==> config.mk <==
export PLATFORM = sky130hd
export DESIGN_NAME = sd_cmd_arbiter
export DESIGN_NICKNAME = d
export VERILOG_FILES = /design/src/rtl/sd_cmd_arbiter_pkg.sv /design/src/rtl/sd_cmd_watchdog.sv /design/src/rtl/sd_cmd_arbiter.sv
export SDC_FILE = /design/constraint.sdc
export NUM_CORES = 1
export LEC_CHECK = 0
export ABC_AREA = 1
export BUFFER_PORTS_ARGS = -buffer_cell sky130_fd_sc_hd__buf_2
export CAP_MARGIN = 20
export CORE_ASPECT_RATIO = 0.5
export CORE_MARGIN = 2
export CORE_UTILIZATION = 47
export CTS_CLUSTER_DIAMETER = 50
export DETAILED_ROUTE_END_ITERATION = 8
export GPL_TIMING_DRIVEN = 0
export PLACE_DENSITY_LB_ADDON = 0.3
export SYNTH_ARGS = -nofsm -noshare
export SYNTH_HDL_FRONTEND = slang
export SYNTH_HIERARCHICAL = 1
export SYNTH_SLANG_ARGS = --single-unit
==> constraint.sdc <==
create_clock -name wb_clk_i -period 2.6 [get_ports wb_clk_i]
set_input_delay 0.39 -clock wb_clk_i [delete_from_list [all_inputs] [get_ports wb_clk_i]]
set_output_delay 0.39 -clock wb_clk_i [all_outputs]
set_load 0.02 [all_outputs]
==> src/rtl/sd_cmd_arbiter_pkg.sv <==
// Shared widths and status bit positions for the SD command arbiter slice.
// Mirrors the values historically pulled from sd_defines.h.
package sd_cmd_arbiter_pkg;

    localparam int unsigned CMD_REG_SIZE  = 14;
    localparam int unsigned INT_CMD_SIZE  = 5;
    localparam int unsigned CMD_TIMEOUT_W = 16;

    localparam int unsigned INT_CMD_EI  = 1;
    localparam int unsigned INT_CMD_CTE = 2;

    typedef logic [INT_CMD_SIZE-1:0] cmd_status_t;

    // Status reported when the watchdog aborts a command: error + timeout.
    function automatic cmd_status_t timeout_status();
        cmd_status_t s;
        s = '0;
        s[INT_CMD_EI]  = 1'b1;
        s[INT_CMD_CTE] = 1'b1;
        return s;
    endfunction

endpackage

==> src/rtl/sd_cmd_watchdog.sv <==
// Down-counting command watchdog: loaded at issue, counts while enabled,
// flags expiry on the cycle the count would reach zero.
module sd_cmd_watchdog
    import sd_cmd_arbiter_pkg::*;
(
    input  logic                     clk,
    input  logic                     rst_n,
    input  logic                     load_i,
    input  logic [CMD_TIMEOUT_W-1:0] load_val_i,
    input  logic                     en_i,
    output logic                     expired_o
);

    logic [CMD_TIMEOUT_W-1:0] cnt_q, cnt_d;

    always_comb begin
        cnt_d = cnt_q;
        if (load_i) begin
            cnt_d = load_val_i;
        end else if (en_i && (cnt_q != '0)) begin
            cnt_d = cnt_q - CMD_TIMEOUT_W'(1);
        end
    end

    assign expired_o = en_i && (cnt_q == CMD_TIMEOUT_W'(1));

    always_ff @(posedge clk or negedge rst_n) begin
        if (!rst_n) begin
            cnt_q <= '0;
        end else begin
            cnt_q <= cnt_d;
        end
    end

endmodule

==> src/rtl/sd_cmd_arbiter.sv <==
// Two-requester arbiter in front of the SD command master: grants, issues,
// waits for completion (with optional watchdog) and reports status.
module sd_cmd_arbiter
    import sd_cmd_arbiter_pkg::*;
#(
    parameter int unsigned RR_EN = 1
) (
    input  logic                     wb_clk_i,
    input  logic                     wb_rst_n_i,
    input  logic                     req0_i,
    input  logic                     req1_i,
    input  logic [31:0]              req0_arg_i,
    input  logic [31:0]              req1_arg_i,
    input  logic [CMD_REG_SIZE-1:0]  req0_cmd_i,
    input  logic [CMD_REG_SIZE-1:0]  req1_cmd_i,
    output logic                     gnt0_o,
    output logic                     gnt1_o,
    output logic                     done0_o,
    output logic                     done1_o,
    output logic [INT_CMD_SIZE-1:0]  status_o,
    input  logic [CMD_TIMEOUT_W-1:0] cmd_timeout_i,
    input  logic                     soft_rst_i,
    output logic                     cmd_start_o,
    output logic [31:0]              cmd_arg_o,
    output logic [CMD_REG_SIZE-1:0]  cmd_setting_o,
    input  logic                     cmd_done_i,
    input  logic [INT_CMD_SIZE-1:0]  cmd_status_i,
    output logic                     cmd_abort_o,
    output logic                     busy_o
);

    typedef enum logic [1:0] {ST_IDLE, ST_ISSUE, ST_WAIT, ST_DONE} state_e;

    state_e                  state_q, state_d;
    logic                    gnt0_q, gnt0_d, gnt1_q, gnt1_d;
    logic                    done0_q, done0_d, done1_q, done1_d;
    logic                    start_q, start_d, abort_q, abort_d;
    logic                    owner_q, owner_d, prio_q, prio_d;
    logic [INT_CMD_SIZE-1:0] status_q, status_d;
    logic [31:0]             arg_q, arg_d;
    logic [CMD_REG_SIZE-1:0] setting_q, setting_d;
    logic                    pick1, wd_load, wd_en, wd_expired;

    // prio_q names the requester favoured on a tie (0 after reset).
    assign pick1   = req1_i && (!req0_i || ((RR_EN != 0) && prio_q));
    assign wd_load = (state_q == ST_ISSUE);
    assign wd_en   = (state_q == ST_WAIT) && (cmd_timeout_i != '0);

    sd_cmd_watchdog u_watchdog (
        .clk        (wb_clk_i),
        .rst_n      (wb_rst_n_i),
        .load_i     (wd_load),
        .load_val_i (cmd_timeout_i),
        .en_i       (wd_en),
        .expired_o  (wd_expired)
    );

    always_comb begin
        state_d   = state_q;
        gnt0_d    = 1'b0;
        gnt1_d    = 1'b0;
        done0_d   = 1'b0;
        done1_d   = 1'b0;
        start_d   = 1'b0;
        abort_d   = 1'b0;
        owner_d   = owner_q;
        prio_d    = prio_q;
        status_d  = status_q;
        arg_d     = arg_q;
        setting_d = setting_q;
        if (soft_rst_i) begin
            state_d = ST_IDLE;
            abort_d = (state_q == ST_ISSUE) || (state_q == ST_WAIT);
        end else begin
            unique case (state_q)
                ST_IDLE: begin
                    if (req0_i || req1_i) begin
                        state_d   = ST_ISSUE;
                        owner_d   = pick1;
                        gnt0_d    = !pick1;
                        gnt1_d    = pick1;
                        arg_d     = pick1 ? req1_arg_i : req0_arg_i;
                        setting_d = pick1 ? req1_cmd_i : req0_cmd_i;
                    end
                end
                ST_ISSUE: begin
                    state_d = ST_WAIT;
                    start_d = 1'b1;
                end
                ST_WAIT: begin
                    // Completion outranks a simultaneous watchdog expiry.
                    if (cmd_done_i) begin
                        state_d  = ST_DONE;
                        status_d = cmd_status_i;
                        done0_d  = !owner_q;
                        done1_d  = owner_q;
                    end else if (wd_expired) begin
                        state_d  = ST_DONE;
                        abort_d  = 1'b1;
                        status_d = timeout_status();
                        done0_d  = !owner_q;
                        done1_d  = owner_q;
                    end
                end
                ST_DONE: begin
                    state_d = ST_IDLE;
                    prio_d  = !owner_q;
                end
                default: state_d = ST_IDLE;
            endcase
        end
    end

    always_ff @(posedge wb_clk_i or negedge wb_rst_n_i) begin
        if (!wb_rst_n_i) begin
            state_q   <= ST_IDLE;
            gnt0_q    <= 1'b0;
            gnt1_q    <= 1'b0;
            done0_q   <= 1'b0;
            done1_q   <= 1'b0;
            start_q   <= 1'b0;
            abort_q   <= 1'b0;
            owner_q   <= 1'b0;
            prio_q    <= 1'b0;
            status_q  <= '0;
            arg_q     <= '0;
            setting_q <= '0;
        end else begin
            state_q   <= state_d;
            gnt0_q    <= gnt0_d;
            gnt1_q    <= gnt1_d;
            done0_q   <= done0_d;
            done1_q   <= done1_d;
            start_q   <= start_d;
            abort_q   <= abort_d;
            owner_q   <= owner_d;
            prio_q    <= prio_d;
            status_q  <= status_d;
            arg_q     <= arg_d;
            setting_q <= setting_d;
        end
    end

    assign gnt0_o        = gnt0_q;
    assign gnt1_o        = gnt1_q;
    assign done0_o       = done0_q;
    assign done1_o       = done1_q;
    assign status_o      = status_q;
    assign cmd_start_o   = start_q;
    assign cmd_abort_o   = abort_q;
    assign cmd_arg_o     = arg_q;
    assign cmd_setting_o = setting_q;
    assign busy_o        = (state_q != ST_IDLE);

endmodule
* Yosys cells after proc, flatten, opt, wreduce, memory -nomap -nowiden *
Index checks and enable logic that the tools add are counted.

operators by class
  add/subtract/negate cells = 1
  eq/ne operators = 6
  muxes and demuxes = 31
  bitwise logic cells = 1
  reductions and logical operators = 20

operators by type and width
  kind                                                                  count
  16-bit two-way mux                                                    2
  32-bit two-way mux                                                    1
  16-bit nonzero test                                                   2
  1-bit two-way mux                                                     20
  16-bit by 1-bit == test with 1-bit output, second input constant      1
  16-bit by 1-bit subtractor with 16-bit output, second input constant  1
  14-bit two-way mux                                                    1
  5-bit two-way mux                                                     2
  2-bit two-way mux                                                     4
  2-bit one-hot mux with 4 select lines                                 1
  3-bit AND reduction                                                   2
  2-bit nonzero test                                                    3
  2-bit == test, second input constant                                  2
  1-bit logical AND                                                     4
  4-bit by 3-bit != test with 1-bit output, second input constant       1
  2-bit AND reduction                                                   2
  1-bit zero test                                                       3
  1-bit logical OR                                                      3
  3-bit != test, second input constant                                  1
  2-bit by 1-bit == test with 1-bit output, second input constant       1
  2-bit zero test                                                       1
  1-bit inverter                                                        1

storage, ports and cells
  register bits after elaboration = 77
  input port bits = 119
  output and inout port bits = 58
  word-level logic and storage cells = 72

* Longest topological paths before layout *
Gate-level depths: netlist of run 1.

  depth after elaboration = 7
  depth in mapped cells = 11
  depth with buffers taken out = 11

* Hierarchy *
Netlist of run 1, hierarchy kept.

by module, submodules not included
  module           times used  cells each  area an instance (um2)
  sd_cmd_arbiter   1           439         3318.2
  sd_cmd_watchdog  1           177         1199.9

* Least setup slack after synthesis of run 1 *
OpenSTA, ideal clock, no wires.

  path type = flip-flop to flip-flop
  start = reg state_q[0]
  end = reg status_q[0], in the netlist status_o[0]
  data arrival time = 1898 ps
  required time = 2474 ps
  path slack = 576 ps
  stages on the path, launching flop included = 12
  path buffers = 0
  period minus slack after synthesis = 2024 ps
  cells stage by stage = dfrtp_1 inv_1 ha_1 inv_1 a21oi_1 nand3_1 nor4_1 nor2_1 nor2_1 nand2_1 nand2_1 o21ai_0

between the ends
  word-level cells in the longest chain between the ends = 5

ends and longest elaborated chain
  element                               line                   RTL
  from (decl)                           sd_cmd_arbiter.sv:34   state_e state_q, state_d;
  from (signal assigned)                sd_cmd_arbiter.sv:129  state_q <= state_d;
  2-bit == test                         sd_cmd_arbiter.sv:47   assign wd_en = (state_q == ST_WAIT) && (cmd_timeout_i != '0);
  1-bit logical AND                     sd_cmd_arbiter.sv:47
  net wd_en                             sd_cmd_arbiter.sv:42   logic pick1, wd_load, wd_en, wd_expired;
  1-bit logical AND                     sd_cmd_watchdog.sv:25  assign expired_o = en_i && (cnt_q == CMD_TIMEOUT_W'(1));
  net wd_expired                        sd_cmd_arbiter.sv:42
  2-bit nonzero test (no source line)   -
  3-bit AND reduction (no source line)  -
  to (signal assigned)                  sd_cmd_arbiter.sv:138  status_q <= status_d;
  to (decl)                             sd_cmd_arbiter.sv:39   logic [INT_CMD_SIZE-1:0] status_q, status_d;

The timed path passes the listed nets, and every way through them passes these cells.
A chain may end at the register's enable or synchronous reset.

* Final worst setup path of run 1 *
  start = reg state_q[0]
  end = reg status_q[4], in the netlist status_o[4]

Same word-level chain as after synthesis.

==> results of run 1 <==
-- cell type report --
class / instances / share of cell area
Clock inverter: 3 / 0.007202
Sequential cell: 77 / 0.3262
Multi-Input combinational cell: 441 / 0.3633
Clock buffer: 13 / 0.04575
Inverter: 68 / 0.04321
Tap cell: 121 / 0.02563
Timing Repair Buffer: 178 / 0.1559
Buffer: 30 / 0.03283
-- state kept, by name, indices dropped and copies added, names as in the netlist, 2 cells and up --
register          cells
cmd_setting_o        14
status_o              5
state_q               2
u_watchdog/cnt_q     16
cmd_arg_o            32
-- Yosys cell counts, types with 2 or more instances --
library cell / n / area share
ha_1: 8 / 0.022
nor2_2: 6 / 0.0083
dfrtp_1: 77 / 0.43
buf_6: 6 / 0.015
o21ai_0: 13 / 0.014
nand2_2: 3 / 0.0042
buf_2: 14 / 0.016
inv_1: 65 / 0.054
xor2_1: 4 / 0.0078
nor2_4: 2 / 0.0050
buf_4: 5 / 0.0083
nor2_1: 39 / 0.032
nand3_1: 78 / 0.086
a21oi_1: 5 / 0.0055
nand3b_1: 53 / 0.088
clkbuf_1: 5 / 0.0042
nand2_1: 223 / 0.19
inv_2: 2 / 0.0017
-- power breakdown --
group	internal [mW]	total (mW)	switching, mW
Clock	0.821	1.30	0.479
Sequential	1.76	2.14	0.378
Combinational	1.09	3.05	1.95
Total	3.67	6.48	2.81
-- routing by layer --
metal  up-vias  share of wire  track usage
met1      2018           0.44       0.2762
met4         0          0.015      0.06601
li1       2309              -            -
met2       110           0.50       0.3996
met5         -              0            0
met3        13          0.053      0.05020
-- logic make-up after synthesis --
kind of cell | after synthesis | share of synthesized area
xor gates and xnor gates | 5 | 0.009692
AOI/OAI and AO/OA | 20 | 0.02299
and+or+nand+nor | 408 | 0.4193
buffers and inverters | 98 | 0.09942
adders and majority gates | 8 | 0.02216
DFF | 77 | 0.4265
-- worst paths after layout --
path	startpoint	end	slack (ns)
worst max-delay path	state_q[0]	status_o[4]	0.35
worst min register to register	cmd_arg_o[14]	cmd_arg_o[14]	0.47
min in group asynchronous	wb_rst_n_i	cmd_arg_o[28]	0.48
worst max register to register	state_q[0]	status_o[4]	0.35
max in group asynchronous	wb_rst_n_i	u_watchdog/cnt_q[12]	1.52
worst min-delay path	soft_rst_i	cmd_start_o	0.28
-- cell usage in the layout, fill, tap and decap left out, types with 2 or more instances in the layout --
cell / n
nor2_2: 6
nand3_1: 78
buf_2: 189
nand2_1: 223
buf_4: 6
nand3b_1: 53
xor2_1: 4
inv_1: 65
buf_6: 6
a21oi_1: 4
nor2_4: 2
dfrtp_1: 77
clkbuf_16: 9
clkbuf_1: 6
ha_1: 8
inv_2: 2
o21ai_0: 13
nand2_2: 3
clkbuf_8: 3
nor2_1: 39
-- what timing repair did --
item,4_1_cts,5_1_grt
setup endpoints to repair,0,3
hold endpoints to repair,19,0
resized for setup,0,1
hold buffers,1,0
-- through the flow --
step	util	hold slack, ns	setup WS [ns]	area (µm²)	instances
floorplan	-	0.09441	0.5757	4518	616
global placement	0.5915	0.4596	0.2821	5550	913
detailed placement	0.5947	0.2931	0.2400	5580	914
CTS	0.6291	0.2607	0.2140	5903	931
global route	0.6295	0.2848	0.1166	5907	931
finish	0.6295	0.2797	0.3532	5907	931
-- worst register-to-register path, cell delays in order (launching register included) --
cell     delay (ns)
dfrtp_1        0.42
inv_1          0.15
ha_1           0.24
inv_1          0.07
a21oi_2        0.24
nand3_1        0.12
nor4_1         0.34
nor2_1         0.10
nor2_1         0.15
nand2_1        0.15
nand2_1        0.08
o21ai_0        0.08
==> flow_summary.json, run 1 <==
{
  "status": "completed",
  "syn_inst": 616,
  "io_pins": 177,
  "cts_setup_buffers": 0,
  "finalHoldViolations": 0,
  "rsz0062_at_grt": "false",
  "cpPeakStageDelay_ns": 0.42,
  "die_area_um2": 10460,
  "leakage_nw": 3.382,
  "slowest_stage": "dfrtp_1",
  "slew_viol_final": 0,
  "worst_clock_skew_ns": 0.006302,
  "vias": 4450,
  "hold_depth": 2,
  "cts.clk_slew.worst_paths_ns": 0.06,
  "syn_area_per_cell_um2": 7.335,
  "grt_overflow": 0,
  "drc": 0,
  "cts.path.max_buffers": 2,
  "core_um2": 9384,
  "fill_cells": 865,
  "viasPerCell": 4.780,
  "synth_nets": 743,
  "worstHoldPathType": "in -> reg",
  "slew_headroom": 0.6663,
  "yosysWarnings": 6,
  "cp-start-kind": "flop",
  "dpl.hpwl_um": 8639,
  "drt_iter0_markers": 189,
  "wl_per_cell_um": 12.55,
  "htreeDepth": 3,
  "die_y_um": 73.33,
  "ff2ff_path_depth": 11,
  "drive_gt1_frac": 0.2889,
  "synth_seq_cells": 77,
  "crit_family": "simple AND/OR/NAND/NOR gates",
  "critPathRequiredTime_ns": 2.81,
  "multi_input_area_um2": 2146,
  "critPathKind": "reg -> reg",
  "max_freq_mhz": 445.1,
  "maxCapViolCount": 0,
  "cp_cell_sequence": "inv_1 > ha_1 > inv_1 > a21oi_2 > nand3_1 > nor4_1 > nor2_1 > nor2_1 > nand2_1 > nand2_1 > o21ai_0",
  "grt_pass1_wl_um": 18530,
  "antenna_found_initial": 0,
  "cts_root_buffer": "clkbuf_16",
  "synth_ff_type": "dfrtp_1",
  "ir_drop_uv": 530.4,
  "dr.pass1.iters": 4,
  "die_width_um": 142.7,
  "p_total_mw": 6.483,
  "io_buffers": 176,
  "seq_area_frac_synth": 0.4265,
  "gp_congestion": 0.8718,
  "rows": 25,
  "cts_buffers": 9,
  "grt_usage": 0.2236,
  "async_reset_ff_frac": 1.000,
  "setup_tns_ns": 0,
  "grt_pass1_vias": 4074,
  "grt_max_degree": 59,
  "crit_buf_inv": 2,
  "crit_cells": 11,
  "synth_edf_count": 0,
  "antenna-diode-count": 0,
  "clk_latency_ns": 0.33,
  "cts_sinks": 77,
  "crit_fanout": 5,
  "cts_tree": "yes",
  "ys_types": 26,
  "end_kind": "flop",
  "drtAntennaViolNets": 0,
  "cp.arrival_ns": 2.45,
  "syn_area_um2": 4518,
  "finalCritPeriodShare": 0.8642,
  "nets": 932,
  "final-setup-viol-count": 0,
  "start_util": 0.4815,
  "fin_crit_ns": 2.247,
  "max_slew.worst_pin.slew_ns": 0.5005,
  "area_growth_pct": 30.74,
  "ff_latch_area_um2": 1927,
  "routed_wl_um": 11690,
  "power.density_nw_per_um2": 1098
}
Note: power is estimated with default switching activity, not from simulation.
==> run 2, diff against run 1 <==
Settings changed: CORE_MARGIN 2 to 1.5.
Clock period 2.6 ns to 2.45 ns, I/O delays scaled along.
==> run 2 against run 1 <==
Compared with the run above: clock-buffer cell count down 3; sequential share of layout area up 0.090 points; non-clock buffer count unchanged; critical path depth unchanged; final cell count unchanged; critical endpoint is now status_o[0]; largest cell class unchanged; highest routed layer unchanged.
==> flow_summary.json, run 2 (synthesis results as in run 1) <==
{
  "swShare": 0.4422,
  "top_layer_used": "met4",
  "slew_headroom": 0.6553,
  "ir_drop_uv": 448.0,
  "drc": 0,
  "critPathRequiredTime_ns": 2.67,
  "maxCapViolCount": 0,
  "max_freq_mhz": 469.8,
  "dpl.hpwl_um": 8741,
  "antenna_found_initial": 0,
  "worst_clock_skew_ns": 0.007211,
  "power.density_nw_per_um2": 1160,
  "start_util": 0.4815,
  "final-setup-viol-count": 0,
  "clockPowerShare": 0.192,
  "cts.clk_slew.worst_paths_ns": 0.06,
  "cts.path.max_buffers": 2,
  "rows": 25,
  "hold_ws_ns": 0.2519,
  "vias": 4516,
  "dr.pass1.iters": 5,
  "timing.rr.end": "status_o[0]",
  "sequentialPowerShare": 0.334,
  "clk_latency_ns": 0.33,
  "cp.arrival_ns": 2.34,
  "final_cell_mix": "nand2_1 (223), buf_2 (189), nand3_1 (78)",
  "critical_path.endpoint": "status_o[0]",
  "cts_sinks": 77,
  "cp-start-kind": "flop",
  "grt_overflow": 0,
  "reg2reg_slack_ns": 0.32,
  "cts_setup_buffers": 0,
  "core_um2": 9384,
  "grt_pass1_wl_um": 18950,
  "power_frac_comb": 0.474,
  "finalHoldViolations": 0,
  "grt_pass1_vias": 4093,
  "pre_cts_ws_ns": 0.08790,
  "drtAntennaViolNets": 0,
  "met1_length_um": 5167,
  "leakage_nw": 3.372,
  "die_width_um": 141.7,
  "grt_usage": 0.2342,
  "switchingPower_mw": 3.022,
  "worstHoldPathType": "in -> reg",
  "grt_max_degree": 70,
  "nets": 932,
  "htreeDepth": 3,
  "fin_crit_ns": 2.128,
  "crit_fanout": 5,
  "status": "completed",
  "viasPerCell": 4.851,
  "timing.rr.start": "state_q[0]",
  "wl_met2_um": 5685,
  "routed_wl_um": 11720,
  "cts_root_buffer": "clkbuf_16",
  "layout_commonest_cell": "nand2_1",
  "p_int_mw": 3.813,
  "max_slew.worst_pin.slew_ns": 0.5171,
  "gp_congestion": 0.9081,
  "finalCritPeriodShare": 0.8687,
  "io_pins": 177,
  "layout_setup_ws_ns": 0.3216,
  "die_area_um2": 10250,
  "antenna-diode-count": 0,
  "setup_tns_ns": 0,
  "cts_buffers": 9,
  "die_y_um": 72.33,
  "wl_per_cell_um": 12.59,
  "largest_register_ffs": 32,
  "rsz0062_at_grt": "false",
  "met3WireLength_um": 634,
  "drive_gt1_frac": 0.2901,
  "slew_viol_final": 0,
  "drt_iter0_markers": 214,
  "critPathKind": "reg -> reg",
  "end_kind": "flop",
  "cts_tree": "yes",
  "ff2ff_path_depth": 11,
  "io_buffers": 176,
  "critPathLaunch": "state_q[0]",
  "area_growth_pct": 30.38
}
[run 2: layer usage]
metal  up-vias  track usage
met5         -            0
met4         0      0.08477
met3        24      0.05875
met2       136       0.4076
met1      2055       0.2870
li1       2301            -
[run 2: how the worst min path moves through the flow]
| stage | cells past startpoint | to | start |
|---|---|---|---|
| floorplan | 0 | cmd_abort_o | wb_rst_n_i |
| global placement | 2 | cmd_arg_o[20] | cmd_arg_o[20] |
| detailed placement | 1 | u_watchdog/cnt_q[13] | wb_rst_n_i |
| CTS | 2 | cmd_start_o | soft_rst_i |
| global route | 2 | cmd_start_o | soft_rst_i |
| finish | 2 | cmd_start_o | soft_rst_i |
[run 2: area by class of cell]
cell class	instances	area [µm²]
repair buffers	178	920.9
clock inverters	6	61.31
flip-flops and latches	77	1927
inverters	68	255.2
well taps	121	151.4
multi-input cells	441	2152
clock buffers	10	229.0
fillers	876	3493
plain buffers	30	193.9
[run 2: power by group through the flow]
| stage | clock [mW] | sequential [mW] | combinational [mW] |
|---|---|---|---|
| finish | 1.31 | 2.28 | 3.24 |
| global route | 1.40 | 2.35 | 3.61 |
| CTS | 1.34 | 2.28 | 3.27 |
| detailed placement | 0 | 2.28 | 3.26 |
| global placement | 0 | 2.27 | 3.17 |
| floorplan | 0 | 2.77 | 1.70 |
[run 2: what timing repair did]
item,in CTS,in global routing
hold endpoints to repair,8,0
hold buffers,1,0
gates resized for setup,0,2
endpoints found under the setup margin,0,6
[run 2: critical path, cell delays in order (launching register included)]
cell and delay, ns:
dfrtp_1 0.42, inv_1 0.14, ha_1 0.25, inv_1 0.07
a21oi_2 0.24, nand3_1 0.13, nor4_2 0.22, nor2_1 0.10
nor2_1 0.14, nand2_1 0.15, nand2_1 0.08, o21ai_0 0.07
[run 2: through the flow]
stage                     utilization  cells  cell area (µm²)  total power [mW]
after floorplan                     -    616             4518             4.464
after global placement         0.5915    913             5550             5.439
after detailed placement       0.5947    914             5580             5.538
after CTS                      0.6267    931             5881             6.886
after global routing           0.6277    931             5891             7.365
final                          0.6277    931             5891             6.835
==> run 3, diff against run 2 <==
Settings changed: CORE_MARGIN 1.5 to default.
==> run 3 against run 2 <==
Compared with the run above: register-to-register slack lost 0.20 ns; die area is 2.1% lower; clock power rose by 8%; critical path depth unchanged; critical endpoint is now status_o[4]; final cell count fell by 0.43%; sequential cell count is the same; first-iteration DRC count is 14% lower; design area increased by 0.23%; utilization up 2.8 points.
==> flow_summary.json, run 3 (synthesis results as in run 1) <==
{
  "status": "completed",
  "ir_drop_uv": 515.2,
  "area_growth_pct": 30.68,
  "vias": 4547,
  "cpPeakStageDelay_ns": 0.42,
  "clk_latency_ns": 0.34,
  "end_kind": "flop",
  "place_area_um2": 5575,
  "gp_congestion": 0.9019,
  "cp.arrival_ns": 2.54,
  "drc": 0,
  "drt_iter0_markers": 184,
  "p_total_mw": 6.954,
  "die_y_um": 71.33,
  "layout_commonest_cell": "nand2_1",
  "cts.clk_slew.worst_paths_ns": 0.06,
  "cts.path.max_buffers": 2,
  "die_width_um": 140.7,
  "fill_cells": 838,
  "finalHoldViolations": 0,
  "max_freq_mhz": 429.6,
  "slew_viol_final": 0,
  "max_slew.worst_pin.slew_ns": 0.5007,
  "drive_gt1_frac": 0.2901,
  "htreeDepth": 3,
  "critPathKind": "reg -> reg",
  "crit_fanout": 5,
  "finalCritPeriodShare": 0.9501,
  "crit_buf_inv": 2,
  "rows": 24,
  "dr.pass1.iters": 5,
  "grt_pass1_vias": 4330,
  "dpl.hpwl_um": 8925,
  "final_cell_mix": "nand2_1 (223), buf_2 (189), nand3_1 (78)",
  "die_area_um2": 10030,
  "setup_tns_ns": 0,
  "fin_crit_ns": 2.328,
  "slowest_stage": "dfrtp_1",
  "antenna_found_initial": 0,
  "crit_family": "simple AND/OR/NAND/NOR gates",
  "final-setup-viol-count": 0,
  "nets": 932,
  "viasPerCell": 4.905,
  "drtAntennaViolNets": 0,
  "slew_headroom": 0.6631,
  "critPathRequiredTime_ns": 2.66,
  "cts_sinks": 77,
  "grt_pass1_wl_um": 19710,
  "core_um2": 9009,
  "maxCapViolCount": 0,
  "grt_usage": 0.2492,
  "cts_root_buffer": "clkbuf_16",
  "wl_per_cell_um": 12.84,
  "routed_wl_um": 11900,
  "io_pins": 177,
  "worst_clock_skew_ns": 0.01013,
  "largest_register_ffs": 32,
  "power.density_nw_per_um2": 1178,
  "leakage_nw": 3.381,
  "cp_cell_sequence": "inv_1 > ha_1 > inv_1 > a21oi_2 > nand3_1 > nor4_1 > nor2_1 > nor2_1 > nand2_1 > nand2_1 > o21ai_0",
  "cts_buffers": 9,
  "grt_overflow": 0,
  "cts_tree": "yes",
  "rsz0062_at_grt": "false",
  "cp-start-kind": "flop",
  "io_buffers": 176,
  "start_util": 0.5015,
  "stdcell_area_um2": 5904,
  "antenna-diode-count": 0,
  "worstHoldPathType": "in -> reg",
  "grt_max_degree": 60
}
-- run 3: layer usage --
metal / GRT usage / wire, µm / vias up
li1: - / - / 2300
met5: 0 / 0 / -
met2: 0.4494 / 5877 / 136
met3: 0.07152 / 670 / 15
met4: 0.07126 / 184 / 0
met1: 0.2936 / 5171 / 2096
-- run 3: cell type report --
cell class | count | area, µm² | share of cell area
multi-input combinational | 441 | 2146 | 0.3634
sequential | 77 | 1927 | 0.3263
timing repair buffer | 178 | 920.9 | 0.1560
inverter | 68 | 255.2 | 0.04323
clock buffer | 9 | 225.2 | 0.03814
buffer | 30 | 193.9 | 0.03285
tap | 117 | 146.4 | 0.02479
clock inverter | 7 | 90.09 | 0.01526
-- run 3: stage by stage --
stage                     hold WS (ns)  instances  setup slack (ns)  utilization
after floorplan                0.07191        616            0.4257            -
after global placement          0.4583        909            0.1486       0.6156
after detailed placement        0.2783        910           0.07120       0.6189
after CTS                       0.2421        927           0.06381       0.6550
after global routing            0.2583        927           0.01575       0.6554
final                           0.2602        927            0.1223       0.6554
-- run 3: final timing paths --
| check | from | end | slack [ns] | cells past startpoint |
|---|---|---|---|---|
| max reg2reg | state_q[0] | status_o[4] | 0.12 | 11 |
| max | state_q[0] | status_o[4] | 0.12 | 11 |
| min in group asynchronous | wb_rst_n_i | u_watchdog/cnt_q[7] | 0.46 | 2 |
| max in group asynchronous | wb_rst_n_i | cmd_arg_o[16] | 1.42 | 3 |
| min reg2reg | cmd_arg_o[27] | cmd_arg_o[27] | 0.47 | 2 |
| min | soft_rst_i | cmd_start_o | 0.26 | 2 |
-- run 3: what timing repair did --
action	in CTS	in global routing
endpoints found under the hold margin	18	0
gates resized for setup	0	1
setup buffers	0	0
hold buffers	1	0
endpoints found under the setup margin	0	7
-- run 3: power breakdown --
part           internal (mW)  switching, mW
clock network          0.886          0.537
registers               1.87          0.425
logic                   1.16           2.08
total                   3.91           3.04
